## src/rtl/encoder_pkg.sv

```systemverilog
// Shared types, opcodes and immediate-range helpers for the RV32I instruction encoder.
package encoder_pkg;

  typedef enum logic [2:0] {
    FMT_R  = 3'd0,
    FMT_I  = 3'd1,
    FMT_S  = 3'd2,
    FMT_B  = 3'd3,
    FMT_U  = 3'd4,
    FMT_J  = 3'd5,
    FMT_LI = 3'd6
  } fmt_e;

  typedef enum logic [1:0] {
    ST_IDLE       = 2'd0,
    ST_BEAT_FIRST = 2'd1,
    ST_BEAT_LAST  = 2'd2
  } state_e;

  localparam logic [6:0]  OP_LUI   = 7'b0110111;
  localparam logic [6:0]  OP_OPIMM = 7'b0010011;
  localparam logic [31:0] NOP      = 32'h0000_0013;

  // 12-bit signed: everything above bit 11 is a copy of bit 11.
  function automatic logic imm_fits_i(input logic [31:0] imm);
    return imm[31:11] == {21{imm[11]}};
  endfunction

  function automatic logic imm_fits_s(input logic [31:0] imm);
    return imm_fits_i(imm);
  endfunction

  // 13-bit signed, halfword aligned.
  function automatic logic imm_fits_b(input logic [31:0] imm);
    return (imm[0] == 1'b0) && (imm[31:12] == {20{imm[12]}});
  endfunction

  // Upper 20 bits only; the low 12 bits cannot be expressed.
  function automatic logic imm_fits_u(input logic [31:0] imm);
    return imm[11:0] == 12'h000;
  endfunction

  // 21-bit signed, halfword aligned.
  function automatic logic imm_fits_j(input logic [31:0] imm);
    return (imm[0] == 1'b0) && (imm[31:20] == {12{imm[20]}});
  endfunction

endpackage

```

## src/rtl/imm_pack.sv

```systemverilog
// Combinational packer: scatters fields and the immediate into one RV32I word and
// reports whether the immediate is representable. Unrepresentable -> NOP.
module imm_pack
  import encoder_pkg::*;
(
  input  fmt_e        fmt_i,
  input  logic [6:0]  opcode_i,
  input  logic [4:0]  rd_i,
  input  logic [4:0]  rs1_i,
  input  logic [4:0]  rs2_i,
  input  logic [2:0]  funct3_i,
  input  logic [6:0]  funct7_i,
  input  logic [31:0] imm_i,
  output logic [31:0] instr_o,
  output logic        legal_o
);

  // Per-format bit scatter and legality; illegal or unknown formats collapse to NOP.
  always_comb begin
    // NOTE: every output gets a default before the case so no path leaves it unassigned (no latch).
    instr_o = NOP;
    legal_o = 1'b0;
    case (fmt_i)
      FMT_R: begin
        instr_o = {funct7_i, rs2_i, rs1_i, funct3_i, rd_i, opcode_i};
        legal_o = 1'b1;
      end
      FMT_I: begin
        instr_o = {imm_i[11:0], rs1_i, funct3_i, rd_i, opcode_i};
        legal_o = imm_fits_i(imm_i);
      end
      FMT_S: begin
        instr_o = {imm_i[11:5], rs2_i, rs1_i, funct3_i, imm_i[4:0], opcode_i};
        legal_o = imm_fits_s(imm_i);
      end
      FMT_B: begin
        instr_o = {imm_i[12], imm_i[10:5], rs2_i, rs1_i, funct3_i,
                   imm_i[4:1], imm_i[11], opcode_i};
        legal_o = imm_fits_b(imm_i);
      end
      FMT_U: begin
        instr_o = {imm_i[31:12], rd_i, opcode_i};
        legal_o = imm_fits_u(imm_i);
      end
      FMT_J: begin
        instr_o = {imm_i[20], imm_i[10:1], imm_i[11], imm_i[19:12], rd_i, opcode_i};
        legal_o = imm_fits_j(imm_i);
      end
      default: begin
        instr_o = NOP;
        legal_o = 1'b0;
      end
    endcase
    if (!legal_o) instr_o = NOP;
  end

endmodule

```

## src/rtl/instr_encoder.sv

```systemverilog
// RV32I instruction encoder with LI pseudo-op expansion and a registered
// valid/ready output stream (one beat per cycle, one cycle request-to-beat).
module instr_encoder
  import encoder_pkg::*;
(
  input  logic        clk_i,
  input  logic        rst_ni,
  input  logic        req_valid_i,
  output logic        req_ready_o,
  input  logic [2:0]  req_fmt_i,
  input  logic [6:0]  req_opcode_i,
  input  logic [4:0]  req_rd_i,
  input  logic [4:0]  req_rs1_i,
  input  logic [4:0]  req_rs2_i,
  input  logic [2:0]  req_funct3_i,
  input  logic [6:0]  req_funct7_i,
  input  logic [31:0] req_imm_i,
  output logic        instr_valid_o,
  input  logic        instr_ready_i,
  output logic [31:0] instr_o,
  output logic        instr_last_o,
  output logic        err_o
);

  state_e      state_q, state_d;
  logic [31:0] instr_q, instr_d;
  logic        last_q, last_d;
  logic        err_q, err_d;
  logic [4:0]  rd_q, rd_d;
  logic [11:0] lo_q, lo_d;

  fmt_e        req_fmt;
  logic        accept;
  logic        li_fits12;
  logic        li_two;
  logic [19:0] li_upper;

  fmt_e        pk_fmt;
  logic [6:0]  pk_op;
  logic [4:0]  pk_rd;
  logic [4:0]  pk_rs1;
  logic [2:0]  pk_f3;
  logic [31:0] pk_imm;
  logic [31:0] pk_word;
  logic        pk_legal;

  assign req_fmt     = fmt_e'(req_fmt_i);
  assign req_ready_o = (state_q == ST_IDLE) | ((state_q == ST_BEAT_LAST) & instr_ready_i);
  assign accept      = req_valid_i & req_ready_o;

  // (imm + 0x800)[31:12]: the +0x800 only carries into bit 12 when bit 11 is set,
  // which pre-compensates for the sign-extended ADDI that follows. Wraps mod 2^32.
  assign li_fits12 = imm_fits_i(req_imm_i);
  assign li_upper  = req_imm_i[31:12] + {19'd0, req_imm_i[11]};
  assign li_two    = (req_fmt == FMT_LI) & ~li_fits12 & (req_imm_i[11:0] != 12'h000);

  // Select what the shared packer encodes: the second LI beat from held copies,
  // otherwise the incoming request (LI rewritten to ADDI or LUI).
  always_comb begin
    pk_fmt = req_fmt;
    pk_op  = req_opcode_i;
    pk_rd  = req_rd_i;
    pk_rs1 = req_rs1_i;
    pk_f3  = req_funct3_i;
    pk_imm = req_imm_i;
    if (state_q == ST_BEAT_FIRST) begin
      pk_fmt = FMT_I;
      pk_op  = OP_OPIMM;
      pk_rd  = rd_q;
      pk_rs1 = rd_q;
      pk_f3  = 3'b000;
      pk_imm = {{20{lo_q[11]}}, lo_q};
    end else if (req_fmt == FMT_LI) begin
      pk_f3 = 3'b000;
      if (li_fits12) begin
        pk_fmt = FMT_I;
        pk_op  = OP_OPIMM;
        pk_rs1 = 5'd0;
      end else begin
        pk_fmt = FMT_U;
        pk_op  = OP_LUI;
        pk_imm = {li_upper, 12'h000};
      end
    end
  end

  imm_pack u_imm_pack (
    .fmt_i    (pk_fmt),
    .opcode_i (pk_op),
    .rd_i     (pk_rd),
    .rs1_i    (pk_rs1),
    .rs2_i    (req_rs2_i),
    .funct3_i (pk_f3),
    .funct7_i (req_funct7_i),
    .imm_i    (pk_imm),
    .instr_o  (pk_word),
    .legal_o  (pk_legal)
  );

  // Next-state and next-output-register logic for the beat FSM.
  always_comb begin
    state_d = state_q;
    instr_d = instr_q;
    last_d  = last_q;
    err_d   = err_q;
    rd_d    = rd_q;
    lo_d    = lo_q;
    if (accept) begin
      instr_d = pk_word;
      err_d   = ~pk_legal;
      last_d  = ~li_two;
      rd_d    = req_rd_i;
      lo_d    = req_imm_i[11:0];
      state_d = li_two ? ST_BEAT_FIRST : ST_BEAT_LAST;
    end else begin
      case (state_q)
        ST_BEAT_FIRST: begin
          if (instr_ready_i) begin
            instr_d = pk_word;
            err_d   = 1'b0;
            last_d  = 1'b1;
            state_d = ST_BEAT_LAST;
          end
        end
        ST_BEAT_LAST: begin
          if (instr_ready_i) state_d = ST_IDLE;
        end
        default: state_d = state_q;
      endcase
    end
  end

  // Control state and the visible output register, cleared by reset.
  always_ff @(posedge clk_i) begin
    // NOTE: sequential state uses non-blocking assignments so every flop samples pre-edge values.
    if (!rst_ni) begin
      state_q <= ST_IDLE;
      instr_q <= 32'h0;
      last_q  <= 1'b0;
      err_q   <= 1'b0;
    end else begin
      state_q <= state_d;
      instr_q <= instr_d;
      last_q  <= last_d;
      err_q   <= err_d;
    end
  end

  // Request holding copies for the second LI beat.
  always_ff @(posedge clk_i) begin
    // NOTE: these datapath copies are deliberately unreset; they are only read after an accept loads them.
    rd_q <= rd_d;
    lo_q <= lo_d;
  end

  assign instr_valid_o = (state_q != ST_IDLE);
  assign instr_o       = instr_q;
  assign instr_last_o  = last_q;
  assign err_o         = err_q;

endmodule

```

## config.mk

```make
export PLATFORM = sky130hd
export DESIGN_NAME = instr_encoder
export DESIGN_NICKNAME = d
export VERILOG_FILES = /design/src/rtl/encoder_pkg.sv /design/src/rtl/imm_pack.sv /design/src/rtl/instr_encoder.sv
export SDC_FILE = /design/constraint.sdc
export NUM_CORES = 1
export LEC_CHECK = 0
export ABC_AREA = 0
export CAP_MARGIN = 5
export CORE_AREA = 8 8 136 75
export DETAILED_ROUTE_END_ITERATION = 16
export DIE_AREA = 0 0 144 83
export PLACE_DENSITY = 0.89
export RECOVER_POWER = 50
export SKIP_LAST_GASP = 1
export SLEW_MARGIN = 10
export SYNTH_ARGS = -nofsm -noshare
export SYNTH_HDL_FRONTEND = slang
export SYNTH_SLANG_ARGS = --single-unit
```

## constraint.sdc

```tcl
create_clock -name clk_i -period 5.95 [get_ports clk_i]
set_input_delay 1.785 -clock clk_i [delete_from_list [all_inputs] [get_ports clk_i]]
set_output_delay 1.785 -clock clk_i [all_outputs]
set_load 0.02 [all_outputs]
```

==> impl_metrics.json <==
{
  "crit_start": "req_imm_i[18]",
  "instances_no_fill": 710,
  "startpoint_type": "input port",
  "skew_ps": 5.25,
  "synth_cells": 483,
  "io_pins": 107,
  "die_y_um": 83,
  "layout_common_cells": "clkdlybuf4s50_1 (70), nand2_1 (68), nor2_1 (36), dfxtp_1 (36), dlygate4sd3_1 (36)",
  "gr-total-overflow": 0,
  "cts_setup_buffers": 0,
  "final_common_cell": "clkdlybuf4s50_1",
  "place_hpwl_um": 12000,
  "viasPerCell": 6.59,
  "placed_cells": 702,
  "r2r_end": "instr_o[5]$_SDFFE_PN0P_",
  "drc": 0,
  "critPathKind": "in2reg",
  "clock_latency_ps": 300,
  "worst_r2r_path_depth": 11,
  "root_buffer": "clkbuf_16",
  "ctsHtreeMaxLevel": 2,
  "utilization": 0.643,
  "clk_path_buf_depth": 2,
  "num_rows": 24,
  "wl_per_cell_um": 21.4,
  "core_um2": 8320,
  "mappedNetlistNets": 556,
  "cp.depth": 12,
  "grt_pass1_vias": 4384,
  "critPathCaptureType": "register",
  "grt_pass1_wl_um": 23700,
  "report.final.slew_viol_count": 0,
  "rr_startpoint": "state_q[1]$_SDFFE_PN0P_",
  "yosysWarnings": 0,
  "place.gp.congestion": 0.994,
  "finalCritPeriodShare": 0.973,
  "dr.first_iter.drc_count": 776,
  "port_buffers": 106,
  "path_clk_slew_ps": 70,
  "area_growth_pct": 36.8,
  "n_antenna_cell": 0,
  "power.total_mw": 0.979,
  "path_max_fanout": 33,
  "ys.flop_type": "dfxtp_1",
  "irDropWorstVdd_mv": 0.132,
  "power.density_nw_per_um2": 183,
  "ys_ff_latch": 53,
  "synth-async-reset-ratio": 0,
  "start_util": 0.470,
  "antenna_found_initial": 0,
  "finalSetupTns_ps": 0,
  "yosysUniqueCellTypes": 77,
  "crit_end": "instr_o[5]$_SDFFE_PN0P_",
  "grt_usage": 0.248,
  "syn_area_per_cell_um2": 8.09,
  "hp-class": "reg2reg",
  "maxCapViolations": 0,
  "slowest_stage": "clkdlybuf4s50_1",
  "die_w_um": 144,
  "final_hold_viol_count": 0,
  "arrival_ps": 5970,
  "setup_viol": 0,
  "firstDrtPassIters": 5,
  "crit_required_ps": 6130,
  "max_stage_delay_ps": 600,
  "grt_max_degree": 43,
  "clock-sinks": 53,
  "ant_nets": 0,
  "routed_wl_um": 15200,
  "r2r_slack_ps": 2330,
  "tritoncts": "done",
  "cpLargestDelayFamily": "compound AO/OA/AOI/OAI gates",
  "ys_seq_area_frac": 0.315,
  "worst_pin_slew_ps": 1220,
  "layout_min_cycle_time_ps": 5790,
  "max_slew_margin": 0.187,
  "max_freq_mhz": 173,
  "drive_above_1_share": 0.105,
  "cts_buffers": 5,
  "synth_area_um2": 3910,
  "fin_nets": 665,
  "num_vias": 4676,
  "synth_edf_count": 17,
  "rsz0062_at_grt": "no",
  "crit_chain": "clkdlybuf4s50_1, nand4_1, nor4_2, o221a_1, or3_1, o21ai_0, nor4_1, o32ai_1, a2111oi_4, a211oi_4, buf_12, o41ai_1",
  "die_area_um2": 12000,
  "status": "complete, no violations",
  "leakagePower_nw": 1.91,
  "critPathBufInv": 2
}
[what timing repair did]
item / 4_1_cts / 5_1_grt
setup endpoints to repair: 0 / 2
hold buffers: 0 / 0
resized for setup: 0 / 1
[flip-flops by register name (all words and copies together) (netlist names)]
| name | count |
|---|---|
| instr_last_o | 1 |
| lo_q | 12 |
| rd_q | 5 |
| instr_o | 32 |
| err_o | 1 |
| state_q | 2 |
[cell usage after synthesis, types with 13 or more instances]
| cell | number | share of area |
|---|---|---|
| nor4_1 | 13 | 0.021 |
| nor2_1 | 36 | 0.035 |
| nand3_1 | 16 | 0.020 |
| nand2_1 | 68 | 0.065 |
| dfxtp_1 | 36 | 0.18 |
| a21oi_1 | 20 | 0.026 |
| nor3_1 | 22 | 0.028 |
| o31ai_1 | 24 | 0.046 |
| o21ai_0 | 23 | 0.029 |
| clkbuf_1 | 18 | 0.017 |
| edfxtp_1 | 17 | 0.13 |
[through the flow]
step	hold WS (ps)	instance area, um^2	setup slack [ps]
3_3_place_gp	439	5190	165
3_5_place_dp	438	5190	119
2_1_floorplan	520	3910	1250
5_1_grt	471	5350	41.8
6_report	442	5350	160
4_1_cts	453	5350	398
[report_power, final]
group / switching [mW] / internal (mW) / total [mW]
clock: 0.136 / 0.183 / 0.318
sequential: 0.00956 / 0.391 / 0.400
combinational: 0.146 / 0.114 / 0.260
[cell families after synthesis]
group                    synth area share
AND/OR/NAND/NOR                     0.283
buffers and inverters              0.0490
adder cells (fa/ha/maj)           0.00640
AO/OA/AOI/OAI                       0.317
flip-flops                          0.315
XOR/XNOR                           0.0157
multiplexers                       0.0138
[how the worst min path moves through the flow]
| stage | cells past startpoint | from | slack [ps] | end |
|---|---|---|---|---|
| 3_5_place_dp | 2 | instr_o[13]$_SDFFE_PN0P_ | 440 | instr_o[13]$_SDFFE_PN0P_ |
| 6_report | 2 | instr_o[13]$_SDFFE_PN0P_ | 440 | instr_o[13]$_SDFFE_PN0P_ |
| 2_1_floorplan | 2 | state_q[0]$_SDFFE_PN0P_ | 520 | state_q[0]$_SDFFE_PN0P_ |
| 5_1_grt | 2 | instr_o[13]$_SDFFE_PN0P_ | 470 | instr_o[13]$_SDFFE_PN0P_ |
| 4_1_cts | 2 | instr_o[13]$_SDFFE_PN0P_ | 450 | instr_o[13]$_SDFFE_PN0P_ |
| 3_3_place_gp | 2 | instr_o[5]$_SDFFE_PN0P_ | 440 | instr_o[5]$_SDFFE_PN0P_ |
[routing by layer]
metal | up-vias | track usage | wire length (um)
li1 | 2116 | - | -
met5 | - | 0 | 0
met1 | 2212 | 0.349 | 6620
met3 | 8 | 0.0759 | 2120
met2 | 340 | 0.369 | 6380
met4 | 0 | 0.0322 | 79
[final cells by class]
type	count	area, um^2
fill	711	2970
multi-input combinational	389	2490
timing repair buffer	134	1280
sequential	53	1230
clock buffer	7	154
tap	117	146
inverter	9	33.8
clock inverter	1	8.76
[worst min-delay path: stages, from the launching register on]
cell and delay, ps:
dfxtp_1 320, nand2_1 50, o31ai_1 50
Power figures use the tool's default switching activity.
